### src/rtl/f3_puzzle_engine.sv
// 4x4 sliding-tile board driven by function-3 key commands, with an
// LFSR-driven scramble sequence and a registered tile read port.
module f3_puzzle_engine #(
  parameter int unsigned SCRAMBLE_MOVES = 64,
  parameter logic [15:0] LFSR_SEED      = 16'hACE1
) (
  input  logic        sysclk,
  input  logic        rst_n,
  input  logic        write,
  input  logic [3:0]  instruction,
  input  logic [3:0]  rd_addr,
  output logic [3:0]  rd_tile,
  output logic [3:0]  blank_pos,
  output logic        busy,
  output logic        solved,
  output logic [15:0] move_count
);

  typedef enum logic {IDLE, SCRAMBLE} state_t;

  state_t      state_q, state_d;
  logic [3:0]  board_q [16];
  logic [3:0]  board_d [16];
  logic [3:0]  blank_q, blank_d;
  logic [15:0] move_count_q, move_count_d;
  logic [15:0] lfsr_q, lfsr_d;
  logic [15:0] scr_cnt_q, scr_cnt_d;
  logic        write_prev_q, write_prev_d;
  logic [3:0]  rd_tile_q, rd_tile_d;

  logic        accept;
  logic        mv_en;
  logic [1:0]  mv_dir;
  logic        mv_legal;
  logic [3:0]  mv_target;

  // Direction encoding is the blank's travel: 0 N, 1 E, 2 W, 3 S.
  always_comb begin
    mv_legal  = 1'b0;
    mv_target = blank_q;
    case (mv_dir)
      2'd0: begin mv_legal = (blank_q >= 4'd4);      mv_target = blank_q - 4'd4; end
      2'd1: begin mv_legal = (blank_q[1:0] != 2'd3); mv_target = blank_q + 4'd1; end
      2'd2: begin mv_legal = (blank_q[1:0] != 2'd0); mv_target = blank_q - 4'd1; end
      default: begin mv_legal = (blank_q <= 4'd11); mv_target = blank_q + 4'd4; end
    endcase
  end

  always_comb begin
    state_d      = state_q;
    blank_d      = blank_q;
    move_count_d = move_count_q;
    lfsr_d       = lfsr_q;
    scr_cnt_d    = scr_cnt_q;
    write_prev_d = write;
    rd_tile_d    = board_q[rd_addr];
    for (int i = 0; i < 16; i++) board_d[i] = board_q[i];
    accept = write & ~write_prev_q;
    mv_en  = 1'b0;
    mv_dir = 2'd0;

    case (state_q)
      IDLE: begin
        if (accept) begin
          case (instruction)
            4'd1: begin mv_en = 1'b1; mv_dir = 2'd0; end
            4'd2: begin mv_en = 1'b1; mv_dir = 2'd1; end
            4'd3: begin mv_en = 1'b1; mv_dir = 2'd2; end
            4'd4: begin mv_en = 1'b1; mv_dir = 2'd3; end
            4'd5: begin state_d = SCRAMBLE; scr_cnt_d = 16'd0; end
            default: ;
          endcase
        end
      end
      default: begin
        // Fibonacci taps 16,14,13,11; the current value picks this cycle's move.
        lfsr_d = {lfsr_q[14:0], lfsr_q[15] ^ lfsr_q[13] ^ lfsr_q[12] ^ lfsr_q[10]};
        mv_en  = 1'b1;
        mv_dir = lfsr_q[1:0];
      end
    endcase

    if (mv_en && mv_legal) begin
      board_d[blank_q]   = board_q[mv_target];
      board_d[mv_target] = 4'd0;
      blank_d            = mv_target;
      if (state_q == IDLE) begin
        if (move_count_q != 16'hFFFF) move_count_d = move_count_q + 16'd1;
      end else begin
        scr_cnt_d = scr_cnt_q + 16'd1;
        if (scr_cnt_d == 16'(SCRAMBLE_MOVES)) begin
          state_d      = IDLE;
          move_count_d = 16'd0;
        end
      end
    end
  end

  always_ff @(posedge sysclk) begin
    if (!rst_n) begin
      state_q      <= IDLE;
      blank_q      <= 4'd15;
      move_count_q <= 16'd0;
      lfsr_q       <= LFSR_SEED;
      scr_cnt_q    <= 16'd0;
      write_prev_q <= 1'b0;
      rd_tile_q    <= 4'd0;
      for (int i = 0; i < 16; i++) board_q[i] <= (i == 15) ? 4'd0 : 4'(i + 1);
    end else begin
      state_q      <= state_d;
      blank_q      <= blank_d;
      move_count_q <= move_count_d;
      lfsr_q       <= lfsr_d;
      scr_cnt_q    <= scr_cnt_d;
      write_prev_q <= write_prev_d;
      rd_tile_q    <= rd_tile_d;
      for (int i = 0; i < 16; i++) board_q[i] <= board_d[i];
    end
  end

  always_comb begin
    solved = (board_q[15] == 4'd0);
    for (int i = 0; i < 15; i++) begin
      if (board_q[i] != 4'(i + 1)) solved = 1'b0;
    end
  end

  assign rd_tile    = rd_tile_q;
  assign blank_pos  = blank_q;
  assign busy       = (state_q == SCRAMBLE);
  assign move_count = move_count_q;

endmodule

### config.mk
export PLATFORM = sky130hd
export DESIGN_NAME = f3_puzzle_engine
export DESIGN_NICKNAME = d
export VERILOG_FILES = /design/src/rtl/f3_puzzle_engine.sv
export SDC_FILE = /design/constraint.sdc
export NUM_CORES = 1
export LEC_CHECK = 0
export ABC_AREA = 1
export ABC_CLOCK_PERIOD_IN_PS = 2790
export BUFFER_PORTS_ARGS = -buffer_cell sky130_fd_sc_hd__buf_2
export CAP_MARGIN = 20
export CORE_MARGIN = 2
export CORE_UTILIZATION = 45
export DETAILED_ROUTE_END_ITERATION = 8
export HOLD_SLACK_MARGIN = 0.02
export PLACE_DENSITY = 0.62
export SYNTH_ARGS = -nofsm -noshare
export SYNTH_HDL_FRONTEND = slang
export SYNTH_SLANG_ARGS = --single-unit
### constraint.sdc
create_clock -name sysclk -period 2.79 [get_ports sysclk]
set_input_delay 0.279 -clock sysclk [delete_from_list [all_inputs] [get_ports sysclk]]
set_output_delay 0.279 -clock sysclk [all_outputs]
set_load 0.02 [all_outputs]
### Yosys cells after proc, flatten, opt, wreduce, memory -nomap -nowiden

Memory sizes are Yosys's and may differ from the RTL's. A register that Yosys moved wholly into a read port is not among the register bits.
Index checks and enable logic that the tools add are counted.

* equal/unequal tests: 26
* $add $sub $neg: 6
* mux-type cells: 61
* reduce and logical (&&, ||, !) cells: 10
* bitwise operators: 25
* multipliers: 0
* shifts and indexed selects: 0
* div/mod/pow operators: 0
* $lt $le $gt $ge: 6

Operators with widths (number)
* $mux 16: 8
* $mux 4: 18
* $and 64x64->64: 1
* $bwmux 64: 1
* $mux 64: 1
* $not 64->64: 1
* $add 16x1->16 const B: 2
* $demux 4 s4: 2
* $ne 4x4->1 const B: 8
* $mux 1: 26
* $eq 16x7->1 const B: 1
* $ne 16x16->1 const B: 1
* $ne 4x3->1 const B: 4
* $or 1x1->1: 16
* $pmux 4 s3: 1
* $ge 5x5->1 const B: 2
* $lt 5x1->1 const B: 2
* $not 4->5: 2
* $eq 4x2->1 const B: 2
* $eq 4x3->1 const B: 2
* $ne 4x2->1 const B: 2
* $pmux 2 s3: 1
* $add 4x1->4 const B: 1
* $add 4x3->4 const B: 1
* 22 further kinds: 28

* memory bits (read-only): 0
* latch bits: 0
* memory bits (writable): 64
* memories: 1
* register bits after elaboration: 54
* bits of input ports: 11
* output and inout bits: 26
* word-level logic and storage cells: 141

Memory list
* board_q: words 16, bits a word 4, read ports 18, clocked after memory_dff 1, wr ports 16, line 22 `logic [3:0] board_q [16];`

### Longest topological paths before layout

* word-level depth: 16
* depth in mapped cells: 24
* gate-level depth less buffers: 21

### Worst setup path after synthesis

Ideal clock, no wire load.

* path kind: register to register
* from: register state_q (netlist: busy)
* to: memory board_q[2][0]
* clock period less this slack: 3.275 ns
* setup time: 0.115 ns
* stages on the path, launching flop included: 20
* buffers on the path: 3
* slack: -0.485 ns
* arrival: 3.160 ns
* required time: 2.675 ns
* path through: dfxtp_1 buf_2 clkbuf_1 nand2_1 o21ai_0 inv_1 ha_1 fa_1 nand2_1 o21ai_4 nor2_2 nand2_1 nand3_1 nand2_1 nand3_2 and2_1 buf_4 nand2_1 nand3_1 nand2_1

RTL lines
* start, declared: line 21 `state_t state_q, state_d;`
* start signal, assigned: line 110 `state_q <= state_d;`
* end, declared: line 22

==> run summary <==
The mapped netlist covers between 0.008 and 0.009 sq mm. The multiplexer fraction of the synthesized cell area is 0. Among all cell types in the netlist, the one instantiated most often is sky130_fd_sc_hd__nand2_1.

The count of cell types in the netlist is 41. The most used flip-flop cell after synthesis is sky130_fd_sc_hd__dfxtp_1. The worst hold margin came out at 52.6 ps. The checks that failed: negative setup slack.

The global route total overflow is 0. The number of global-route vias before repair came to between 8000 and 9000. The maximum net fanout on the critical path came out at 5. In this run, placement finished with an instance count of between 1500 and 2000. The depth of the most critical reg-to-reg path came out at 21.

The number of primary I/O pins is 37. The clock passes through at most 2 buffers. The hold path endpoint is write_prev_q. The number of nets in the layout came out at between 1000 and 1500. The tree is rooted in a sky130_fd_sc_hd__clkbuf_16.

Counting flops with a built-in enable in the synthesized netlist gives 0. Power spread over the standard cell area amounts to around 770 mW/mm^2. The maximum number of pins on one net before global-route repair is 49. The first-pass detailed-route iteration total came out at 5. In this run the static leakage power is 4.70 nW. The via count is a little over 9000.

Dividing the detail-routed wire length by the instance count gives around 17 um. The H-tree was split into 4 levels. The number of antenna violations at the first check in global routing came out at 0. The worst setup path is of the flop to flop kind. The gate count of the mapped netlist is between 1000 and 1500. The number of I/O port buffers is 36. The fraction of power spent switching nets is 0.422. In this run the horizontal extent of the chip is about 140 um. Setup repair after global routing could not meet its margin everywhere. The die footprint came out at 0.0190 sq mm.

The basic-gate share of the synthesized area counting and, or, nand and nor cells came out at 0.360. Buffers inserted during clock tree synthesis total 17. The number of standard cells in the layout, taps in and fillers out came out at 1686. In the routed layout, each cell is associated on average with a via count of 5.50.

The total core area came out at 0.0174 sq mm. By area, the combinational part of the netlist is dominated by simple AND/OR/NAND/NOR gates. The total count of max-transition violations in the final report came out at 0. The data arrival time at the worst-slack endpoint came out at approximately 3200 ps. The endpoint identified for the worst register-to-register timing path is board_q[6][1]. The peak clock frequency supported by timing came out at about 340 MHz. The sequential share of the synthesized area is 0.303.

The final weighted congestion of routability-driven global placement came out at 0.966. The number of instances on the worst hold path is 3. Yosys printed 0 warnings.

The flow ran to the end, but the final reports show violations. In this run the worst hold path is classified as primary input to flop. In the finished design, the share of the clock period the worst path needs comes to 1.05. Summed over all instances, the cell type with the most area after synthesis is sky130_fd_sc_hd__dfxtp_1.

The worst register-to-register path begins at write_prev_q. The part of the power in registers came out at 0.248. The first global-routing pass estimated between 40000 and 50000 um of wire.

The proportion of power drawn by the clock network came out at 0.266. The data required time at the worst endpoint came out at between 3000 and 4000 ps. The antenna diode count came out at 0. The number of hold violations in the final report came out at 0.

The sum of negative setup slack is -5130 ps. The later pin in the worst-skew pair is clocked with a latency of approximately 430 ps. The share of Yosys cell area claimed by the top area cell type is 0.303. Setup violations remaining at the end of the flow were counted as 64.

The final wirelength is roughly 28000 um. The per-instance average area after synthesis is about 6 sq um. Ranked by instance count, the synthesized netlist is headed by sky130_fd_sc_hd__nand2_1, sky130_fd_sc_hd__inv_1, sky130_fd_sc_hd__a21oi_1. The CTS tree is yes.

The maximum vdd ir drop came out at 576 uV. The worst pin sits at a relative slew slack of 0.520. The number of placement rows came out at 48. The actual slew at the worst max-slew pin is around 700 ps.

Of the total synthesized cell area, the portion taken by full adders, half adders and majority gates is 0.0242. The total global routing track utilization came out at 0.287. The fraction of registers with async set or reset after synthesis came out at 0. The total nets after synthesis is 1365. The starting density of the core came out at 0.463.

The number of hold buffers added after CTS is 0. The internal portion of the total power is between 4 and 5 mW. The fraction of layout instances using a drive strength above 1 is 0.238. The clock period minus final worst setup slack came out at 2930 ps. The clock-pin slew of the registers on the worst-case setup and hold paths came out at approximately 60 ps. The layout overhead on the synthesized area is 32.4%. The register bit count reported by yosys came out at 122. The clock net in this run drives a total of 122 sinks. The detailed placer's ending HPWL is 18700 um. The count of maximum capacitance violations came out at 0. The number of DRC violations after detailed routing is 0.

After synthesis, the cell types taking the most area are sky130_fd_sc_hd__dfxtp_1, sky130_fd_sc_hd__nand2_1, sky130_fd_sc_hd__a21oi_1. In this run the most critical hold path is launched from write. The worst setup path is launched from a flop. Between clock sinks in the finished design, the worst skew comes to around 14 ps.

Across all register-to-register paths, the minimum setup slack is -140 ps. The compound-cell area share of the yosys netlist was 0.190. In this run the vertical extent of the chip is between 100 and 150 um. The violation count after the first detailed-routing iteration is just under 1000. The net switching power of the design is around 3.5 mW. The total power draw came out at just over 8 mW. Once detail routing completed, the nets flagged for antenna violations numbered 0.

The portion of total power attributed to combinational logic is 0.485. The post-route worst setup slack came out at -138 ps. The xor-xnor portion of the synthesized cell area came out at 0.0119. The worst setup timing slack at the placement stage is -316 ps.

The element type at the critical path end is a flop.
==> placed cells by master, fill, tap and decap left out, types with 7 or more instances in the layout <==
cell type / netlist / routed
sky130_fd_sc_hd__nand2_4: 1 / 14
sky130_fd_sc_hd__buf_2: 10 / 36
sky130_fd_sc_hd__a21oi_1: 155 / 144
sky130_fd_sc_hd__nor2_4: 0 / 10
sky130_fd_sc_hd__inv_1: 158 / 141
sky130_fd_sc_hd__nor2_1: 105 / 90
sky130_fd_sc_hd__buf_12: 0 / 12
sky130_fd_sc_hd__ha_1: 14 / 9
sky130_fd_sc_hd__nor4_1: 16 / 16
sky130_fd_sc_hd__buf_4: 2 / 69
sky130_fd_sc_hd__nor2_2: 4 / 9
sky130_fd_sc_hd__dfxtp_1: 122 / 120
sky130_fd_sc_hd__inv_2: 4 / 18
sky130_fd_sc_hd__o211ai_1: 11 / 11
sky130_fd_sc_hd__clkbuf_16: 0 / 23
sky130_fd_sc_hd__nand3_1: 123 / 94
sky130_fd_sc_hd__a21oi_2: 0 / 10
sky130_fd_sc_hd__nand4_1: 10 / 10
sky130_fd_sc_hd__o21ai_1: 33 / 35
sky130_fd_sc_hd__nand3_4: 1 / 7
sky130_fd_sc_hd__nand2_2: 8 / 42
sky130_fd_sc_hd__o21ai_0: 81 / 72
sky130_fd_sc_hd__nand2_1: 391 / 342
sky130_fd_sc_hd__buf_6: 7 / 19
sky130_fd_sc_hd__nand3_2: 5 / 28
==> worst max-delay path by stage <==
stage | from | endpoint | slack, ps | cells after the start
2_1_floorplan | busy | board_q[10][1] | 6 | 20
3_3_place_gp | write | board_q[6][1] | -300 | 21
3_5_place_dp | write | board_q[10][0] | -320 | 21
4_1_cts | write_prev_q | board_q[13][2] | -110 | 19
5_1_grt | write_prev_q | board_q[3][3] | -310 | 20
6_report | write_prev_q | board_q[6][1] | -140 | 21
==> power by group through the flow <==
stage	Clock [mW]	Combinational, mW	Sequential, mW
3_3_place_gp	0	2.92	2.07
2_1_floorplan	0	1.67	2.09
6_report	2.19	4.00	2.05
4_1_cts	2.24	3.25	2.04
5_1_grt	2.31	4.21	2.07
3_5_place_dp	0	2.92	2.07
==> through the flow <==
step,utilization,cell area [sq um]
6_report,0.613,10700
5_1_grt,0.613,10700
4_1_cts,0.569,9920
3_5_place_dp,0.516,8990
3_3_place_gp,0.516,8990
2_1_floorplan,-,8120
==> cell families (layout without fill, tap and decap cells) <==
| kind of cell | after synthesis | after routing |
|---|---|---|
| compound gates | 293 | 293 |
| fa+ha+maj | 15 | 15 |
| simple gates | 679 | 679 |
| buf+inv | 219 | 341 |
| xor+xnor | 11 | 11 |
| flops | 122 | 122 |
==> per-layer routing <==
layer	GRT usage	up-vias	part of all wire
li1	-	4580	-
met4	0.0845	0	0.026
met3	0.0651	57	0.088
met2	0.452	404	0.44
met1	0.392	4237	0.44
met5	0	-	0
==> registers in the layout, summed over array words and instances (netlist names), named ones only <==
signal	flops
blank_pos	4
move_count	16
write_prev_q	1
scr_cnt_q	15
busy	1
board_q	64
rd_tile	4
lfsr_q	16
==> worst max-delay path, stage by stage (launching register included) <==
cell	delay (ps)
sky130_fd_sc_hd__dfxtp_2	310
sky130_fd_sc_hd__nor2_2	110
sky130_fd_sc_hd__inv_1	60
sky130_fd_sc_hd__nor2_2	110
sky130_fd_sc_hd__inv_2	70
sky130_fd_sc_hd__o21ai_2	140
sky130_fd_sc_hd__inv_2	70
sky130_fd_sc_hd__ha_4	170
sky130_fd_sc_hd__buf_6	120
sky130_fd_sc_hd__ha_4	300
sky130_fd_sc_hd__nor2_4	40
sky130_fd_sc_hd__nor2_2	110
sky130_fd_sc_hd__nand2_2	80
sky130_fd_sc_hd__o22ai_4	200
sky130_fd_sc_hd__clkbuf_4	260
sky130_fd_sc_hd__nand2_2	80
sky130_fd_sc_hd__nand3_4	70
sky130_fd_sc_hd__and2_4	170
sky130_fd_sc_hd__buf_6	150
sky130_fd_sc_hd__nand2_1	60
sky130_fd_sc_hd__nand3_1	80
sky130_fd_sc_hd__nand2_1	50
==> area by class of cell <==
class	count	area [sq um]
Inverter	163	621
Fill cell	1670	6730
Timing Repair Buffer	146	1360
Sequential cell	122	2450
Clock buffer	17	425
Clock inverter	15	159
Tap cell	225	282
Multi-Input combinational cell	998	5390
==> what timing repair did <==
| item | in CTS | in global routing |
|---|---|---|
| cloned | 0 | 7 |
| setup endpoints to repair | 65 | 95 |
| resized for setup | 66 | 146 |
| buffers inserted | 11 | 13 |
| pin swaps | 27 | 43 |
| hold endpoints to repair | 0 | 0 |
Note: power is estimated with default switching activity, not from simulation.
